File: src/rtl/button_pkg.sv
// Shared types and defaults for the button conditioner: per-channel FSM state
// encoding, default parameter values and a helper for sizing counters.
package button_pkg;

    typedef enum logic [1:0] {
        IDLE       = 2'd0,
        DB_PRESS   = 2'd1,
        HELD       = 2'd2,
        DB_RELEASE = 2'd3
    } btn_state_t;

    localparam int DEF_N_CH             = 2;
    localparam int DEF_DB_CYCLES        = 4;
    localparam int DEF_PULSE_ON_RELEASE = 1;
    localparam int DEF_RPT_DELAY        = 0;
    localparam int DEF_RPT_PERIOD       = 8;

    function automatic int max3(input int a, input int b, input int c);
        int m;
        m = a;
        if (b > m) m = b;
        if (c > m) m = c;
        return m;
    endfunction

    // Width is one bit wider than the largest count so saturation never aliases.
    function automatic int count_width(input int db, input int dly, input int per);
        return $clog2(max3(db, dly, per)) + 1;
    endfunction

endpackage

File: src/rtl/btn_channel.sv
// One button channel: 2-flop synchronizer, debounce FSM, edge/auto-repeat
// pulse generation with a one-cycle registered strobe.
module btn_channel
    import button_pkg::*;
#(
    parameter int DB_CYCLES        = DEF_DB_CYCLES,
    parameter int PULSE_ON_RELEASE = DEF_PULSE_ON_RELEASE,
    parameter int RPT_DELAY        = DEF_RPT_DELAY,
    parameter int RPT_PERIOD       = DEF_RPT_PERIOD
) (
    input  logic clk,
    input  logic reset,
    input  logic button,
    input  logic enable,
    output logic level,
    output logic pulse
);

    localparam int CW = count_width(DB_CYCLES, RPT_DELAY, RPT_PERIOD);
    localparam logic [CW-1:0] DB_LAST  = CW'(DB_CYCLES - 1);
    localparam logic [CW-1:0] DLY_LAST = CW'(RPT_DELAY - 1);
    localparam logic [CW-1:0] PER_LAST = CW'(RPT_PERIOD - 1);
    localparam bit RPT_EN = (RPT_DELAY > 0);
    localparam bit ON_RELEASE = (PULSE_ON_RELEASE != 0);

    logic          sync_meta;
    logic          sync_out;
    btn_state_t    state;
    logic [CW-1:0] db_cnt;
    logic [CW-1:0] rpt_cnt;
    logic          repeating;
    logic          level_d;

    logic [CW-1:0] db_inc;
    logic [CW-1:0] rpt_inc;
    logic          db_done;
    logic          rpt_fire;
    logic          edge_event;

    always_ff @(posedge clk) begin
        if (reset) begin
            sync_meta <= 1'b0;
            sync_out  <= 1'b0;
        end else begin
            sync_meta <= button;
            sync_out  <= sync_meta;
        end
    end

    // Counters saturate at all-ones; the current sample is the one that completes the count.
    always_comb begin
        db_inc     = (db_cnt == '1) ? db_cnt : db_cnt + 1'b1;
        rpt_inc    = (rpt_cnt == '1) ? rpt_cnt : rpt_cnt + 1'b1;
        db_done    = (db_cnt >= DB_LAST);
        rpt_fire   = 1'b0;
        if (RPT_EN && (state == HELD) && sync_out) begin
            rpt_fire = repeating ? (rpt_cnt >= PER_LAST) : (rpt_cnt >= DLY_LAST);
        end
        edge_event = ON_RELEASE ? (level_d & ~level) : (level & ~level_d);
    end

    always_ff @(posedge clk) begin
        if (reset) begin
            state     <= IDLE;
            db_cnt    <= '0;
            rpt_cnt   <= '0;
            repeating <= 1'b0;
            level     <= 1'b0;
            level_d   <= 1'b0;
            pulse     <= 1'b0;
        end else begin
            level_d <= level;
            // The !pulse term keeps two events from producing back-to-back strobes.
            pulse   <= enable && !pulse && (edge_event || rpt_fire);

            case (state)
                IDLE: begin
                    if (sync_out) begin
                        state  <= DB_PRESS;
                        db_cnt <= '0;
                    end
                end
                DB_PRESS: begin
                    if (!sync_out) begin
                        state <= IDLE;
                    end else if (db_done) begin
                        state     <= HELD;
                        level     <= 1'b1;
                        rpt_cnt   <= '0;
                        repeating <= 1'b0;
                    end else begin
                        db_cnt <= db_inc;
                    end
                end
                HELD: begin
                    if (!sync_out) begin
                        state  <= DB_RELEASE;
                        db_cnt <= '0;
                    end else if (rpt_fire) begin
                        rpt_cnt   <= '0;
                        repeating <= 1'b1;
                    end else if (RPT_EN) begin
                        rpt_cnt <= rpt_inc;
                    end
                end
                DB_RELEASE: begin
                    if (sync_out) begin
                        state     <= HELD;
                        rpt_cnt   <= '0;
                        repeating <= 1'b0;
                    end else if (db_done) begin
                        state <= IDLE;
                        level <= 1'b0;
                    end else begin
                        db_cnt <= db_inc;
                    end
                end
                default: begin
                    state <= IDLE;
                end
            endcase
        end
    end

endmodule

File: src/rtl/button_conditioner.sv
// Multi-channel button conditioner: N_CH independent debounced channels, each
// producing a registered level and a one-cycle event pulse.
module button_conditioner
    import button_pkg::*;
#(
    parameter int N_CH             = DEF_N_CH,
    parameter int DB_CYCLES        = DEF_DB_CYCLES,
    parameter int PULSE_ON_RELEASE = DEF_PULSE_ON_RELEASE,
    parameter int RPT_DELAY        = DEF_RPT_DELAY,
    parameter int RPT_PERIOD       = DEF_RPT_PERIOD
) (
    input  logic            clk,
    input  logic            reset,
    input  logic [N_CH-1:0] button,
    input  logic [N_CH-1:0] enable,
    output logic [N_CH-1:0] level,
    output logic [N_CH-1:0] pulse
);

    for (genvar i = 0; i < N_CH; i++) begin : g_ch
        btn_channel #(
            .DB_CYCLES       (DB_CYCLES),
            .PULSE_ON_RELEASE(PULSE_ON_RELEASE),
            .RPT_DELAY       (RPT_DELAY),
            .RPT_PERIOD      (RPT_PERIOD)
        ) u_channel (
            .clk   (clk),
            .reset (reset),
            .button(button[i]),
            .enable(enable[i]),
            .level (level[i]),
            .pulse (pulse[i])
        );
    end

endmodule
File: config.mk
export PLATFORM = sky130hd
export DESIGN_NAME = button_conditioner
export DESIGN_NICKNAME = d
export VERILOG_FILES = /design/src/rtl/button_pkg.sv /design/src/rtl/btn_channel.sv /design/src/rtl/button_conditioner.sv
export SDC_FILE = /design/constraint.sdc
export NUM_CORES = 1
export LEC_CHECK = 0
export ABC_AREA = 1
export CORE_ASPECT_RATIO = 0.8
export CORE_MARGIN = 4
export CORE_UTILIZATION = 40
export CTS_CLUSTER_SIZE = 20
export DETAILED_ROUTE_END_ITERATION = 10
export PLACE_DENSITY = 0.63
export SETUP_SLACK_MARGIN = 0.02
export SLEW_MARGIN = 10
export SYNTH_ARGS = -nofsm -noshare
export SYNTH_HDL_FRONTEND = slang
export SYNTH_HIERARCHICAL = 1
export SYNTH_SLANG_ARGS = --single-unit
File: constraint.sdc
create_clock -name clk -period 1.2 [get_ports clk]
set_input_delay 0.24 -clock clk [delete_from_list [all_inputs] [get_ports clk]]
set_output_delay 0.24 -clock clk [all_outputs]
set_load 0.01 [all_outputs]
==> results.sh, run 1 <==
export IMPL_drt_initial_drc_count=13
export IMPL_setup_tns_ns=0
export IMPL_yosys_warnings=6
export IMPL_fin_crit_sh_pct=93.5
export IMPL_layout_cells_most_common_list="21 x nand2_1, 18 x dfxtp_1, 16 x inv_1, 16 x nor2_1, 7 x nand2_2"
export IMPL_cts_root_buffer="clkbuf_4"
export IMPL_n_antenna_cell=0
export IMPL_clock_path_buffers=2
export IMPL_clock_sinks=22
export IMPL_setup_violations_final=0
export IMPL_pre_cts_ws_ns=0.0647
export IMPL_cp_arrival_ns=1.34
export IMPL_worstSetupEndpoint="g_ch[0].u_channel/db_cnt[1]$_SDFFE_PP0P_"
export IMPL_status="finished, final reports clean"
export IMPL_critPathLaunch="g_ch[0].u_channel/db_cnt[0]$_SDFFE_PP0P_"
export IMPL_antenna_found_initial=0
export IMPL_timing_fmax_mhz=892
export IMPL_rsz0062_at_grt="true"
export IMPL_ant_nets=0
export IMPL_final_common_cell="nand2_1"
export IMPL_drc=0
export IMPL_synthesis_area_um2=918
export IMPL_dieArea_mm2=0.00313
export IMPL_firstDrtPassIters=4
export IMPL_hpwl_mm=1.12
export IMPL_die_x_um=61.6
export IMPL_rows=15
export IMPL_syn_instance_count=116
export IMPL_clk_pin_slew_worst_paths_ns=0.12
export IMPL_start_util_pct=42.2
export IMPL_synth_cell_types=16
export IMPL_tightestPinTransition_ns=0.198
export IMPL_finalClockSkew_ns=0.00708
export IMPL_min_period_ns=1.12
export IMPL_hold_viol_final=0
export IMPL_cts_buffers=3
export IMPL_drive_gt1_share_pct=36.8
export IMPL_r2r_cells=7
export IMPL_grt_overflow=0
export IMPL_ys_seq_area_share_pct=48.0
export IMPL_vdd_ir_drop_max_uv=1110
export IMPL_crit_type="flip-flop to flip-flop"
export IMPL_powerDensity_mw_per_mm2=1220
export IMPL_vias=706
export IMPL_slew_violations=0
export IMPL_grt_usage_pct=10.9
export IMPL_drv_cap=0
export IMPL_first_global_vias=624
export IMPL_insertion_delay_ns=0.30
export IMPL_core_area_mm2=0.00218
export IMPL_synth_seq_cells=22
export IMPL_die_h_um=50.9
export IMPL_start_kind="flip-flop"
export IMPL_wirelength_mm=1.52
export IMPL_fin_ws_ns=0.0786
export IMPL_cp_max_fo=6
export IMPL_critPathRequiredTime_ns=1.42
export IMPL_grt_pass1_wl_mm=2.49
export IMPL_slew_headroom_pct=86.8
export IMPL_endpoint_kind="flip-flop"
export IMPL_vias_per_cell=4.47
export IMPL_syn2layout_area_growth_pct=27.1
export IMPL_h_tree_depth=1
export IMPL_r2r_start="g_ch[0].u_channel/db_cnt[0]$_SDFFE_PP0P_"
export IMPL_portBuffers=9
export IMPL_hold_worst_slack_ns=0.414
export IMPL_reg2reg_to="g_ch[0].u_channel/db_cnt[1]$_SDFFE_PP0P_"
export IMPL_hold_path_class="flip-flop to flip-flop"
export IMPL_cts_tree="yes"
export IMPL_rrSetupSlack_ns=0.08
export IMPL_synthesis_nets=124
export IMPL_fin_nets=142
export IMPL_synth_area_per_cell_um2=7.92
export IMPL_gp_congestion=0.780
export IMPL_grt_max_degree=14
export IMPL_p_leak_nw=0.539
export IMPL_avgRoutedWirePerCell_um=9.59
export IMPL_boundaryPins=10
export IMPL_utilization_pct=53.6
Yosys cell counts:
| cell | count | area share [%] |
|---|---|---|
| nor3_2 | 2 | 2.2 |
| inv_2 | 4 | 1.6 |
| inv_1 | 16 | 6.5 |
| ha_1 | 2 | 2.7 |
| a21oi_2 | 2 | 1.9 |
| nor2_2 | 4 | 2.7 |
| nor2_1 | 18 | 7.4 |
| dfxtp_1 | 22 | 48 |
| nand2_4 | 6 | 7.4 |
| nand3b_1 | 2 | 1.6 |
| nand3_1 | 4 | 2.2 |
| o21ai_0 | 2 | 1.1 |
| nand2_1 | 24 | 9.8 |
| buf_2 | 2 | 1.1 |
| nand2_2 | 4 | 2.7 |
| nor3_1 | 2 | 1.1 |
cells by family (layout without fill, tap and decap cells):
family / count (synthesis) / in the layout / synth area share (%)
DFF: 22 / 22 / 48.0
AOI/OAI and AO/OA: 4 / 4 / 3.00
adders and majority gates: 2 / 2 / 2.72
and+or+nand+nor: 66 / 66 / 37.1
buffers and inverters: 22 / 39 / 9.26
metal layers:
metal | GRT usage [%] | wire length [um]
met1 | 14.3 | 759
met3 | 5.30 | 98
met4 | 3.18 | 10
met2 | 15.7 | 647
met5 | 0 | 0
state kept, by name, indices dropped and copies added, names as in the netlist, named ones only:
signal                    cells
g_ch.u_channel/pulse          2
g_ch.u_channel/db_cnt         8
g_ch.u_channel/level          2
g_ch.u_channel/sync_out       2
g_ch.u_channel/state          2
g_ch.u_channel/sync_meta      2
g_ch.u_channel/level_d        2
area by class of cell:
cell class / instances / area [um2]
Sequential cell: 22 / 448
Inverter: 20 / 80.1
Clock inverter: 1 / 30.0
Fill cell: 217 / 1010
Timing Repair Buffer: 15 / 115
Clock buffer: 3 / 22.5
Multi-Input combinational cell: 72 / 440
Tap cell: 25 / 31.3
per-stage QoR:
step	std cells	cell area [um2]	total power [mW]
floorplan	116	918	0.832
global placement	150	1040	0.862
detailed placement	150	1040	0.863
CTS	154	1090	1.43
global route	158	1170	1.50
finish	158	1170	1.42
worst max-delay path: stages (launching register included):
cell and delay, ns:
dfxtp_2 0.35, ha_2 0.18, nor2_2 0.12, nand2_2 0.08
nand2_4 0.11, nand3_1 0.08, nand2_1 0.08, nor2_2 0.04
power breakdown:
group	total [mW]	internal, mW	switching, mW
Combinational	0.108	0.0544	0.0536
Clock	0.555	0.338	0.217
Sequential	0.758	0.745	0.0130
Total	1.42	1.14	0.284
timing repair:
item / 4_1_cts / 5_1_grt
pin swaps: 0 / 7
resized for setup: 5 / 28
hold buffers: 0 / 0
endpoints found under the setup margin: 4 / 14
buffers inserted: 0 / 4
worst min-delay path by stage:
stage | start | to | depth (start not counted)
2_1_floorplan | button[0] | g_ch[0].u_channel/sync_meta$_SDFF_PP0_ | 2
3_3_place_gp | g_ch[1].u_channel/sync_meta$_SDFF_PP0_ | g_ch[1].u_channel/sync_out$_SDFF_PP0_ | 2
3_5_place_dp | g_ch[1].u_channel/sync_meta$_SDFF_PP0_ | g_ch[1].u_channel/sync_out$_SDFF_PP0_ | 2
4_1_cts | button[1] | g_ch[1].u_channel/sync_meta$_SDFF_PP0_ | 3
5_1_grt | button[0] | g_ch[0].u_channel/sync_meta$_SDFF_PP0_ | 3
6_report | g_ch[1].u_channel/sync_meta$_SDFF_PP0_ | g_ch[1].u_channel/sync_out$_SDFF_PP0_ | 2
Power figures use the tool's default switching activity.
==> inputs of run 2 (changes only) <==
--- a/config.mk
+++ b/config.mk
@@ -18,3 +18,4 @@
 export SYNTH_HDL_FRONTEND = slang
 export SYNTH_HIERARCHICAL = 1
 export SYNTH_SLANG_ARGS = --single-unit
+export TNS_END_PERCENT = 1
==> results.sh, run 2 (synthesis results as in run 1) <==
export IMPL_status="finished, final reports clean"
export IMPL_layout_cells_most_common_list="22 x nand2_1, 18 x dfxtp_1, 16 x inv_1, 16 x nor2_1"
export IMPL_p_leak_nw=0.530
export IMPL_critPathMaxStageDelay_ns=0.35
export IMPL_dieArea_mm2=0.00313
export IMPL_gp_congestion=0.780
export IMPL_r2r_cells=8
export IMPL_h_tree_depth=1
export IMPL_rrSetupSlack_ns=0.07
export IMPL_worstSetupPathDepth=1
export IMPL_critPathBufInv=1
export IMPL_setup_tns_ns=0
export IMPL_regMostFlops="g_ch.u_channel/db_cnt"
export IMPL_drc=0
export IMPL_vias=702
export IMPL_wirelength_mm=1.48
export IMPL_pre_cts_ws_ns=0.0647
export IMPL_n_antenna_cell=0
export IMPL_endpoint_kind="output pin"
export IMPL_critPathRequiredTime_ns=0.96
export IMPL_total_power_mw=1.42
export IMPL_crit_slowest_cell="dfxtp_1"
export IMPL_cp_top_family="flip-flops"
export IMPL_start_kind="flip-flop"
export IMPL_slew_violations=0
export IMPL_firstDrtPassIters=2
export IMPL_boundaryPins=10
export IMPL_vdd_ir_drop_max_uv=1110
export IMPL_slew_headroom_pct=86.6
export IMPL_rows=15
export IMPL_antenna_found_initial=0
export IMPL_grt_overflow=0
export IMPL_clock_path_buffers=2
export IMPL_cts_root_buffer="clkbuf_4"
export IMPL_syn2layout_area_growth_pct=26.3
export IMPL_hold_viol_final=0
export IMPL_crit_type="flip-flop to output pin"
export IMPL_drt_initial_drc_count=8
export IMPL_largest_reg_flops=8
export IMPL_vias_per_cell=4.47
export IMPL_start_util_pct=42.2
export IMPL_insertion_delay_ns=0.31
export IMPL_final_common_cell="nand2_1"
export IMPL_path_cells="clkdlybuf4s15_1"
export IMPL_min_period_ns=1.14
export IMPL_cts_tree="yes"
export IMPL_clock_sinks=22
export IMPL_grt_max_degree=14
export IMPL_drive_gt1_share_pct=32.6
export IMPL_core_area_mm2=0.00218
export IMPL_finalClockSkew_ns=0.00745
export IMPL_cts_buffers=3
export IMPL_first_global_vias=624
export IMPL_hold_path_class="flip-flop to flip-flop"
export IMPL_cp_arrival_ns=0.90
export IMPL_die_h_um=50.9
export IMPL_ant_nets=0
export IMPL_setup_violations_final=0
export IMPL_grt_usage_pct=10.9
export IMPL_grt_pass1_wl_mm=2.49
export IMPL_portBuffers=9
export IMPL_hold_worst_slack_ns=0.414
export IMPL_timing_fmax_mhz=880
export IMPL_fin_crit_sh_pct=94.7
export IMPL_cp_max_fo=2
export IMPL_avgRoutedWirePerCell_um=9.44
export IMPL_fin_nets=141
export IMPL_whs_path_depth=2
export IMPL_fin_ws_ns=0.0640
export IMPL_rsz0062_at_grt="true"
export IMPL_tightestPinTransition_ns=0.201
export IMPL_drv_cap=0
export IMPL_die_x_um=61.6
export IMPL_powerDensity_mw_per_mm2=1220
export IMPL_hpwl_mm=1.12
export IMPL_clk_pin_slew_worst_paths_ns=0.12
-- run 2: repair_timing --
action,CTS,global route
pin swaps,0,7
hold buffers,0,0
hold endpoints to repair,0,0
setup buffers,0,3
gates resized for setup,6,20
endpoints found under the setup margin,4,14
-- run 2: layout make-up --
| class | instances | area [um2] |
|---|---|---|
| fillers | 217 | 1020 |
| multi-input cells | 72 | 428 |
| flip-flops and latches | 22 | 448 |
| clock buffers | 3 | 22.5 |
| well taps | 25 | 31.3 |
| repair buffers | 14 | 123 |
| inverters | 20 | 77.6 |
| clock inverters | 1 | 30.0 |
-- run 2: path summary, 6_finish.rpt --
kind / to / from
worst max-delay path: level[1] / g_ch[1].u_channel/level$_SDFFE_PP0P_
worst min register to register: g_ch[1].u_channel/sync_out$_SDFF_PP0_ / g_ch[1].u_channel/sync_meta$_SDFF_PP0_
worst min-delay path: g_ch[1].u_channel/sync_out$_SDFF_PP0_ / g_ch[1].u_channel/sync_meta$_SDFF_PP0_
worst max register to register: g_ch[1].u_channel/db_cnt[1]$_SDFFE_PP0P_ / g_ch[1].u_channel/db_cnt[1]$_SDFFE_PP0P_
-- run 2: power by group --
group	internal, mW	switching (mW)
Sequential	0.745	0.0130
Clock	0.338	0.219
Combinational	0.0511	0.0510
Total	1.13	0.283
-- run 2: metrics by stage --
step,area [um2],util [%],std cells
finish,1160,53.3,157
global route,1160,53.3,157
CTS,1090,50.3,154
detailed placement,1040,48.0,150
global placement,1040,48.0,150
floorplan,918,-,116
-- run 2: per-layer routing --
layer | share of wire, % | up-vias | GRT usage [%]
li1 | - | 377 | -
met1 | 51 | 313 | 14.3
met2 | 43 | 10 | 15.7
met3 | 5.6 | 2 | 5.30
met4 | 0.67 | 0 | 3.18
met5 | 0 | - | 0
==> inputs of run 3 (changes only) <==
--- a/config.mk
+++ b/config.mk
@@ -11,6 +11,7 @@
 export CORE_UTILIZATION = 40
 export CTS_CLUSTER_SIZE = 20
 export DETAILED_ROUTE_END_ITERATION = 10
+export GPL_TIMING_DRIVEN = 0
 export PLACE_DENSITY = 0.63
 export SETUP_SLACK_MARGIN = 0.02
 export SLEW_MARGIN = 10
==> results.sh, run 3 (synthesis results as in run 1) <==
export IMPL_rows=15
export IMPL_final_common_cell="nand2_1"
export IMPL_core_area_mm2=0.00218
export IMPL_fin_crit_sh_pct=95.5
export IMPL_grt_usage_pct=11.2
export IMPL_start_kind="flip-flop"
export IMPL_rsz0062_at_grt="true"
export IMPL_vias_per_cell=4.65
export IMPL_cp_max_fo=6
export IMPL_n_antenna_cell=0
export IMPL_crit_type="flip-flop to flip-flop"
export IMPL_holdPathEnd="g_ch[1].u_channel/db_cnt[2]$_SDFFE_PP0P_"
export IMPL_grt_max_degree=13
export IMPL_hold_path_class="input port to flip-flop"
export IMPL_status="finished, final reports clean"
export IMPL_hpwl_mm=1.10
export IMPL_r2r_start="g_ch[0].u_channel/db_cnt[0]$_SDFFE_PP0P_"
export IMPL_grt_overflow=0
export IMPL_largest_reg_flops=8
export IMPL_final_seq_area_um2=444
export IMPL_setup_tns_ns=0
export IMPL_n_fill_cell=197
export IMPL_design_area_mm2=0.00111
export IMPL_vdd_ir_drop_max_uv=690
export IMPL_utilization_pct=50.8
export IMPL_critPathMaxStageDelay_ns=0.35
export IMPL_wirelength_mm=1.44
export IMPL_gp_congestion=0.811
export IMPL_setup_violations_final=0
export IMPL_die_h_um=50.9
export IMPL_cp_top_family="simple AND/OR/NAND/NOR gates"
export IMPL_hold_viol_final=0
export IMPL_critPathBufInv=1
export IMPL_drv_cap=0
export IMPL_powerDensity_mw_per_mm2=1120
export IMPL_vias=725
export IMPL_insertion_delay_ns=0.30
export IMPL_cp_arrival_ns=1.39
export IMPL_pre_cts_ws_ns=0.0846
export IMPL_layout_cells_most_common_list="23 x nand2_1, 19 x dfxtp_1, 18 x nor2_1"
export IMPL_fin_ws_ns=0.0541
export IMPL_syn2layout_area_growth_pct=20.4
export IMPL_clk_pin_slew_worst_paths_ns=0.11
export IMPL_antenna_found_initial=0
export IMPL_timing_fmax_mhz=873
export IMPL_h_tree_depth=1
export IMPL_final_cells=156
export IMPL_slew_headroom_pct=87.1
export IMPL_slew_violations=0
export IMPL_cts_buffers=3
export IMPL_drive_gt1_share_pct=29.0
export IMPL_finalClockSkew_ns=0.00244
export IMPL_die_x_um=61.6
export IMPL_dp_cells=149
export IMPL_cts_root_buffer="clkbuf_4"
export IMPL_first_global_vias=629
export IMPL_whs_path_depth=2
export IMPL_p_leak_nw=0.518
export IMPL_grt_pass1_wl_mm=2.66
export IMPL_path_cells="ha_2 > nor2_1 > nand2_2 > nand2_4 > buf_4 > nor2_1 > nor2_1"
export IMPL_post_dp_cell_area_mm2=0.00103
export IMPL_cp_common_cell="nor2_1"
export IMPL_cts_tree="yes"
export IMPL_critPathRequiredTime_ns=1.44
export IMPL_clock_sinks=22
export IMPL_drt_initial_drc_count=7
export IMPL_dieArea_mm2=0.00313
export IMPL_min_period_ns=1.15
export IMPL_start_util_pct=42.2
export IMPL_ant_nets=0
export IMPL_reg2reg_to="g_ch[0].u_channel/level$_SDFFE_PP0P_"
export IMPL_firstDrtPassIters=4
export IMPL_avgRoutedWirePerCell_um=9.24
export IMPL_clock_path_buffers=2
export IMPL_portBuffers=8
export IMPL_min_from="reset"
export IMPL_multi_input_area_um2=405
export IMPL_total_power_mw=1.24
export IMPL_rrSetupSlack_ns=0.05
export IMPL_regMostFlops="g_ch.u_channel/db_cnt"
export IMPL_fin_nets=140
export IMPL_hold_worst_slack_ns=0.206
export IMPL_r2r_cells=7
export IMPL_drc=0
export IMPL_tightestPinTransition_ns=0.193
export IMPL_boundaryPins=10
export IMPL_endpoint_kind="flip-flop"
export IMPL_crit_slowest_cell="dfxtp_2"
## run 3: cell types whose count changed in the layout (fill, tap and decap cells not counted), sizes merged
cell / before / now
bufinv: 1 / 0
dlygate4sd2: 0 / 1
clkdlybuf4s50: 5 / 4
## run 3: cell type report
type / instances / share of cell area, %
Clock buffer: 4 / 3.28
Tap cell: 25 / 2.83
Inverter: 20 / 7.01
Sequential cell: 22 / 40.2
Timing Repair Buffer: 11 / 9.16
Multi-Input combinational cell: 72 / 36.7
Buffer: 2 / 0.905
## run 3: how the worst max path moves through the flow
stage	startpoint	endpoint	depth (start not counted)
after floorplan	g_ch[0].u_channel/db_cnt[0]$_SDFFE_PP0P_	g_ch[0].u_channel/db_cnt[1]$_SDFFE_PP0P_	7
after global placement	g_ch[0].u_channel/db_cnt[0]$_SDFFE_PP0P_	g_ch[0].u_channel/db_cnt[1]$_SDFFE_PP0P_	7
after detailed placement	g_ch[0].u_channel/db_cnt[0]$_SDFFE_PP0P_	flip-flop	7
after CTS	g_ch[0].u_channel/level$_SDFFE_PP0P_	level[0]	1
after global routing	g_ch[0].u_channel/db_cnt[0]$_SDFFE_PP0P_	g_ch[0].u_channel/db_cnt[1]$_SDFFE_PP0P_	8
final	g_ch[0].u_channel/db_cnt[0]$_SDFFE_PP0P_	g_ch[0].u_channel/level$_SDFFE_PP0P_	7
## run 3: layer usage
| layer | vias up | wire [um] | GRT usage, % |
|---|---|---|---|
| li1 | 378 | - | - |
| met2 | 10 | 646 | 15.9 |
| met3 | 2 | 84 | 4.80 |
| met1 | 335 | 701 | 15.5 |
| met4 | 0 | 10 | 3.18 |
| met5 | - | 0 | 0 |
## run 3: timing repair
item                       4_1_cts  5_1_grt
setup buffers                    0        3
pin swaps                        0        4
setup endpoints to repair        4       15
cloned                           0        0
resized for setup                4       13
hold buffers                     0        0
## run 3: where the power goes
| part | switching, mW | internal [mW] |
|---|---|---|
| Sequential | 0.0117 | 0.746 |
| Combinational | 0.0486 | 0.0417 |
| Clock | 0.205 | 0.185 |
## run 3: worst reg2reg max path: cells and delay by family (launching register included)
| kind | cells | cell delay [ns] |
|---|---|---|
| flip-flops | 1 | 0.35 |
| AND/OR/NAND/NOR | 5 | 0.45 |
| adder cells (fa/ha/maj) | 1 | 0.17 |
| buffers and inverters | 1 | 0.12 |
